===== config.mk =====
export PLATFORM = sky130hd
export DESIGN_NAME = bs_deserializer
export DESIGN_NICKNAME = d
export VERILOG_FILES = /design/src/rtl/bs_pkg.sv /design/src/rtl/bs_out_reg.sv /design/src/rtl/bs_deserializer.sv
export SDC_FILE = /design/constraint.sdc
export NUM_CORES = 1
export LEC_CHECK = 0
export CORE_ASPECT_RATIO = 1.5
export CORE_UTILIZATION = 54
export DETAILED_ROUTE_END_ITERATION = 16
export GPL_TIMING_DRIVEN = 0
export HOLD_SLACK_MARGIN = 0.08
export PLACE_DENSITY = 0.79
export SYNTH_ARGS = -nofsm -noshare
export SYNTH_HDL_FRONTEND = slang
export SYNTH_SLANG_ARGS = --single-unit

===== constraint.sdc =====
create_clock -name clk -period 1.85 [get_ports clk]
set_input_delay 0.37 -clock clk [delete_from_list [all_inputs] [get_ports clk]]
set_output_delay 0.37 -clock clk [all_outputs]
set_load 0.1 [all_outputs]

===== src/rtl/bs_pkg.sv =====
// Shared types and helpers for the modmul_bs bit-serial datapath.
package bs_pkg;

   typedef enum logic {BS_IDLE, BS_SHIFT} bs_deser_state_t;

   // Bits needed to hold values 0..v-1; used to size every modmul_bs counter.
   function automatic int bs_clog2(input int v);
      int r;
      r = 0;
      while ((1 << r) < v) r++;
      return r;
   endfunction

endpackage


===== src/rtl/bs_out_reg.sv =====
// One-entry valid/ready holding register; drops a new word and flags overrun
// when the held word has not been consumed.
module bs_out_reg #(
   parameter int W = 32
) (
   input  logic         clk,
   input  logic         reset,
   input  logic         load_i,
   input  logic [W-1:0] data_i,
   input  logic         ready_i,
   output logic [W-1:0] data_o,
   output logic         valid_o,
   output logic         overrun_o
);

   logic [W-1:0] data_q, data_d;
   logic         valid_q, valid_d;
   logic         overrun_q, overrun_d;

   // A consume in the same cycle as a load frees the slot, so the new word goes straight in.
   always_comb begin
      data_d    = data_q;
      valid_d   = valid_q;
      overrun_d = 1'b0;
      if (load_i) begin
         if (!valid_q || ready_i) begin
            data_d  = data_i;
            valid_d = 1'b1;
         end else begin
            overrun_d = 1'b1;
         end
      end else if (valid_q && ready_i) begin
         valid_d = 1'b0;
      end
   end

   always_ff @(posedge clk) begin
      if (reset) begin
         data_q    <= '0;
         valid_q   <= 1'b0;
         overrun_q <= 1'b0;
      end else begin
         data_q    <= data_d;
         valid_q   <= valid_d;
         overrun_q <= overrun_d;
      end
   end

   assign data_o    = data_q;
   assign valid_o   = valid_q;
   assign overrun_o = overrun_q;

endmodule


===== src/rtl/bs_deserializer.sv =====
// Framed bit-serial to W-bit parallel converter with a valid/ready output.
// Define BS_DESER_MSB_FIRST_EN for MSB-first bit order (default LSB-first).
module bs_deserializer
   import bs_pkg::*;
#(
   parameter int W = 32
) (
   input  logic         clk,
   input  logic         reset,
   input  logic         s_en,
   input  logic         s_start,
   input  logic         s_bit,
   output logic [W-1:0] m_data,
   output logic         m_valid,
   input  logic         m_ready,
   output logic         overrun,
   output logic         frame_err
);

   localparam int CNTW = bs_clog2(W + 1);
   localparam logic [CNTW-1:0] LAST_CNT = CNTW'(W - 1);

   bs_deser_state_t state_q, state_d;
   logic [CNTW-1:0] cnt_q, cnt_d;
   logic [W-1:0]    sr_q, sr_d, sr_shift;
   logic            frame_err_q, frame_err_d;
   logic            complete;

`ifdef BS_DESER_MSB_FIRST_EN
   assign sr_shift = {sr_q[W-2:0], s_bit};
`else
   assign sr_shift = {s_bit, sr_q[W-1:1]};
`endif

   // Stale bits left by an aborted frame are pushed out by the W shifts of the next one.
   always_comb begin
      state_d     = state_q;
      cnt_d       = cnt_q;
      sr_d        = sr_q;
      frame_err_d = 1'b0;
      complete    = 1'b0;
      unique case (state_q)
         BS_IDLE: begin
            if (s_en && s_start) begin
               state_d = BS_SHIFT;
               cnt_d   = CNTW'(1);
               sr_d    = sr_shift;
            end
         end
         BS_SHIFT: begin
            if (s_en) begin
               sr_d = sr_shift;
               if (s_start) begin
                  frame_err_d = 1'b1;
                  cnt_d       = CNTW'(1);
               end else if (cnt_q == LAST_CNT) begin
                  complete = 1'b1;
                  state_d  = BS_IDLE;
                  cnt_d    = '0;
               end else begin
                  cnt_d = cnt_q + CNTW'(1);
               end
            end
         end
         default: state_d = BS_IDLE;
      endcase
   end

   always_ff @(posedge clk) begin
      if (reset) begin
         state_q     <= BS_IDLE;
         cnt_q       <= '0;
         sr_q        <= '0;
         frame_err_q <= 1'b0;
      end else begin
         state_q     <= state_d;
         cnt_q       <= cnt_d;
         sr_q        <= sr_d;
         frame_err_q <= frame_err_d;
      end
   end

   assign frame_err = frame_err_q;

   bs_out_reg #(.W(W)) u_out_reg (
      .clk       (clk),
      .reset     (reset),
      .load_i    (complete),
      .data_i    (sr_shift),
      .ready_i   (m_ready),
      .data_o    (m_data),
      .valid_o   (m_valid),
      .overrun_o (overrun)
   );

endmodule


==> results by group, run 1 <==
Final layout
  • Final Util: 72.3%
  • Storage cell area: 0.00146 sq mm
  • Area Growth Syn to Fin: 26.6%
  • Design area: 0.00376 sq mm
  • Most frequent cells in the layout: 72 x dfxtp_1, 69 x nand2_1, 66 x nand2b_1
  • Multi-input logic area: 0.00142 sq mm
  • Most common cell after layout, fill and taps aside: dfxtp_1
  • Share of post-route cells with drive strength above 1: 17.8%
  • Diode count: 0
  • Nets: 390
  • Fillers: 399

Global route
  • Largest net degree at the start of global routing: 13
  • Initial antenna violation count: 0
  • Global route overflow: 0
  • Vias in the first global route: 2232
  • First-pass GRT wire length: 9960 microns
  • GRT Total Usage: 21.9%

Worst hold path
  • Hold crit path type: input port to register

Synthesis
  • Syn. warnings: 0
  • Syn_nets: 336
  • Avg Synthesized Cell Area: 9.04 sq um
  • Post-synthesis sequential area ratio: 49.2%
  • Cells after synthesis: 329
  • Yosys reg bits: 73
  • Cell Area, Synth: 0.00297 sq mm
  • Synth cell types: 32

Floorplan
  • # IOs: 41
  • Die Ht: 92.9 microns
  • CORE AREA: 0.00520 sq mm
  • Initial core utilization: 57.1%
  • Die W: 62.6 microns
  • Die area: 0.00581 sq mm
  • Cell Rows: 32

Setup path
  • Max FO, Critical Path: 10
  • Startpoint types: register
  • Critical Path Max Stage Delay: 400 ps
  • Worst EP required: 2120 ps
  • Slowest cell on crit path: dfxtp_2
  • CP Cell Sequence: ha_2 -> nand3_4 -> nor4b_4 -> buf_4 -> buf_6 -> mux2i_1
  • Setup CP Type: register to register
  • R2R Setup Slk: 150 ps
  • CP Capture Type: register
  • WP data arrival: 1970 ps

STA
  • Tcrit/Tclk final: 92.0%
  • Fin. Hold Viols: 0
  • Clk_skew: 8.59 ps
  • Slew HR: 63.2%
  • Period minus WS final: 1700 ps
  • Final setup viols: 0
  • F_max: 587 MHz
  • Setup TNS: 0 ps
  • RSZ-0062 raised after global routing: no
  • Final Max Slew Viols: 0
  • Worst Max-Slew Pin Slew: 554 ps
  • Worst slack on hold paths: 351 ps

Power and ir drop
  • Sw frac: 21.4%
  • Clock power frac: 45.2%
  • Sw power: 0.669 mW
  • Worst vdd ir: 508 uV
  • PD cells: 831 mW/mm^2
  • Power Total: 3.13 mW
  • Internal: 2.46 mW
  • Seq pwr share: 50.6%
  • Logic gate share of total power: 4.2%
  • Leak pwr: 1.20 nW

Status
  • Outcome: completed

Placement
  • Port Buf Inserts: 39
  • Routability cong.: 0.867
  • HPWL Detailed: 3980 microns
  • Area after DPL: 0.00345 sq mm

Clocking
  • Worst-skew pair later-pin latency: 350 ps
  • TritonCTS Buffers: 9
  • # clock sinks: 73
  • Clock tree root buffer cell: clkbuf_8
  • CTS tree: yes
  • Clock transition at path regs: 70 ps
  • H-Tree Depth: 3
  • CTS Buffer Depth: 2

Route
  • DR vias/cell: 5.28
  • WL final: 5980 microns
  • DR DRC count: 0
  • Vias: 2406
  • Initial DRC Count: 121
  • Final ANT Viol Nets: 0
  • Drt wl/cell: 13.1 microns
  • Initial DRT Pass Iterations: 5

Job
  • Max-cap violations: 0
## cell type report
class                   instances  share of cell area (%)
clock inverters                 4                    1.99
inverters                       1                  0.0997
plain buffers                  22                    3.02
clock buffers                  12                    4.12
flip-flops and latches         73                    38.9
repair buffers                 43                    12.1
well taps                      68                    2.26
multi-input cells             233                    37.6
## cell families after synthesis
family                     Yosys count  synth area share [%]
and+or+nand+nor                    150                  26.4
DFF                                 73                  49.2
AOI/OAI and AO/OA                   50                  9.51
muxes                               32                  10.8
buffers and inverters               23                  3.70
adders and majority gates            1                 0.421
## flip-flops by register name, summed over array words and instances, names as in the netlist
| signal | cells |
|---|---|
| frame_err | 1 |
| u_out_reg.data_o | 32 |
| cnt_q | 6 |
| sr_q | 31 |
| u_out_reg.overrun_o | 1 |
| u_out_reg.valid_o | 1 |
| state_q | 1 |
## Yosys cell counts, drive strengths merged
master / number / area share, %
a21oi: 36 / 6.1
nor2b: 2 / 0.42
o2111ai: 1 / 0.29
nor3b: 1 / 0.25
dfxtp: 73 / 49
nand3: 3 / 0.67
ha: 1 / 0.42
mux2i: 32 / 11
nand2: 69 / 8.7
inv: 1 / 0.13
nand3b: 1 / 0.25
o21a: 1 / 0.25
nor4b: 1 / 0.80
o211ai: 3 / 0.76
o21ai: 3 / 0.50
a311oi: 1 / 0.29
nand2b: 66 / 14
a31oi: 1 / 0.21
a211oi: 1 / 0.25
a41oi: 1 / 0.29
or3: 2 / 0.42
clkbuf: 18 / 2.3
or4: 1 / 0.25
buf: 4 / 1.3
and3b: 1 / 0.29
nor2: 1 / 0.13
o31ai: 1 / 0.25
nor3: 2 / 0.34
o211a: 1 / 0.34
## routing by layer
metal	vias to the layer above	wire length [microns]	global-route usage [%]
li1	1196	-	-
met1	1132	2470	25.9
met2	68	3090	36.8
met3	10	319	6.40
met4	0	99	9.11
met5	-	0	0
## through the flow
| step | worst slack, ps | cells |
|---|---|---|
| 2_1_floorplan | 120 | 329 |
| 3_3_place_gp | -577 | 436 |
| 3_5_place_dp | -579 | 436 |
| 4_1_cts | 4.72 | 455 |
| 5_1_grt | 50.3 | 456 |
| 6_report | 148 | 456 |
## timing repair
item / 4_1_cts / 5_1_grt
resized for setup: 108 / 9
buffers inserted: 3 / 1
setup endpoints to repair: 106 / 72
cloned: 0 / 0
hold buffers: 0 / 0
pin swaps: 1 / 0
## power groups by stage
stage	Sequential, mW	Clock (mW)	Combinational [mW]
2_1_floorplan	1.62	0	0.0842
3_3_place_gp	1.62	0	0.126
3_5_place_dp	1.62	0	0.127
4_1_cts	1.58	1.44	0.129
5_1_grt	1.58	1.52	0.143
6_report	1.58	1.41	0.131
## path summary, 6_finish.rpt
check / start / end / cells past startpoint
max: cnt_q[0] / u_out_reg.data_o[13] / 6
min: s_en / state_q / 3
max reg2reg: cnt_q[0] / u_out_reg.data_o[13] / 6
min reg2reg: sr_q[22] / sr_q[21] / 2
## worst max-delay path, delay by kind of cell, from the launching register on
family,cells,cell delay [ps]
fa+ha+maj,1,250
buf+inv,2,380
flops,1,400
mux,1,220
simple gates,2,370
No activity file was read; power rests on OpenSTA's default activity.
==> run 2: changes to the inputs <==
--- a/config.mk
+++ b/config.mk
@@ -7,6 +7,7 @@
 export LEC_CHECK = 0
 export CORE_ASPECT_RATIO = 1.5
 export CORE_UTILIZATION = 54
+export CTS_CLUSTER_SIZE = 10
 export DETAILED_ROUTE_END_ITERATION = 16
 export GPL_TIMING_DRIVEN = 0
 export HOLD_SLACK_MARGIN = 0.08
==> results of run 2 <==
The final DEF is identical to that of run 1; final timing and power are the same.
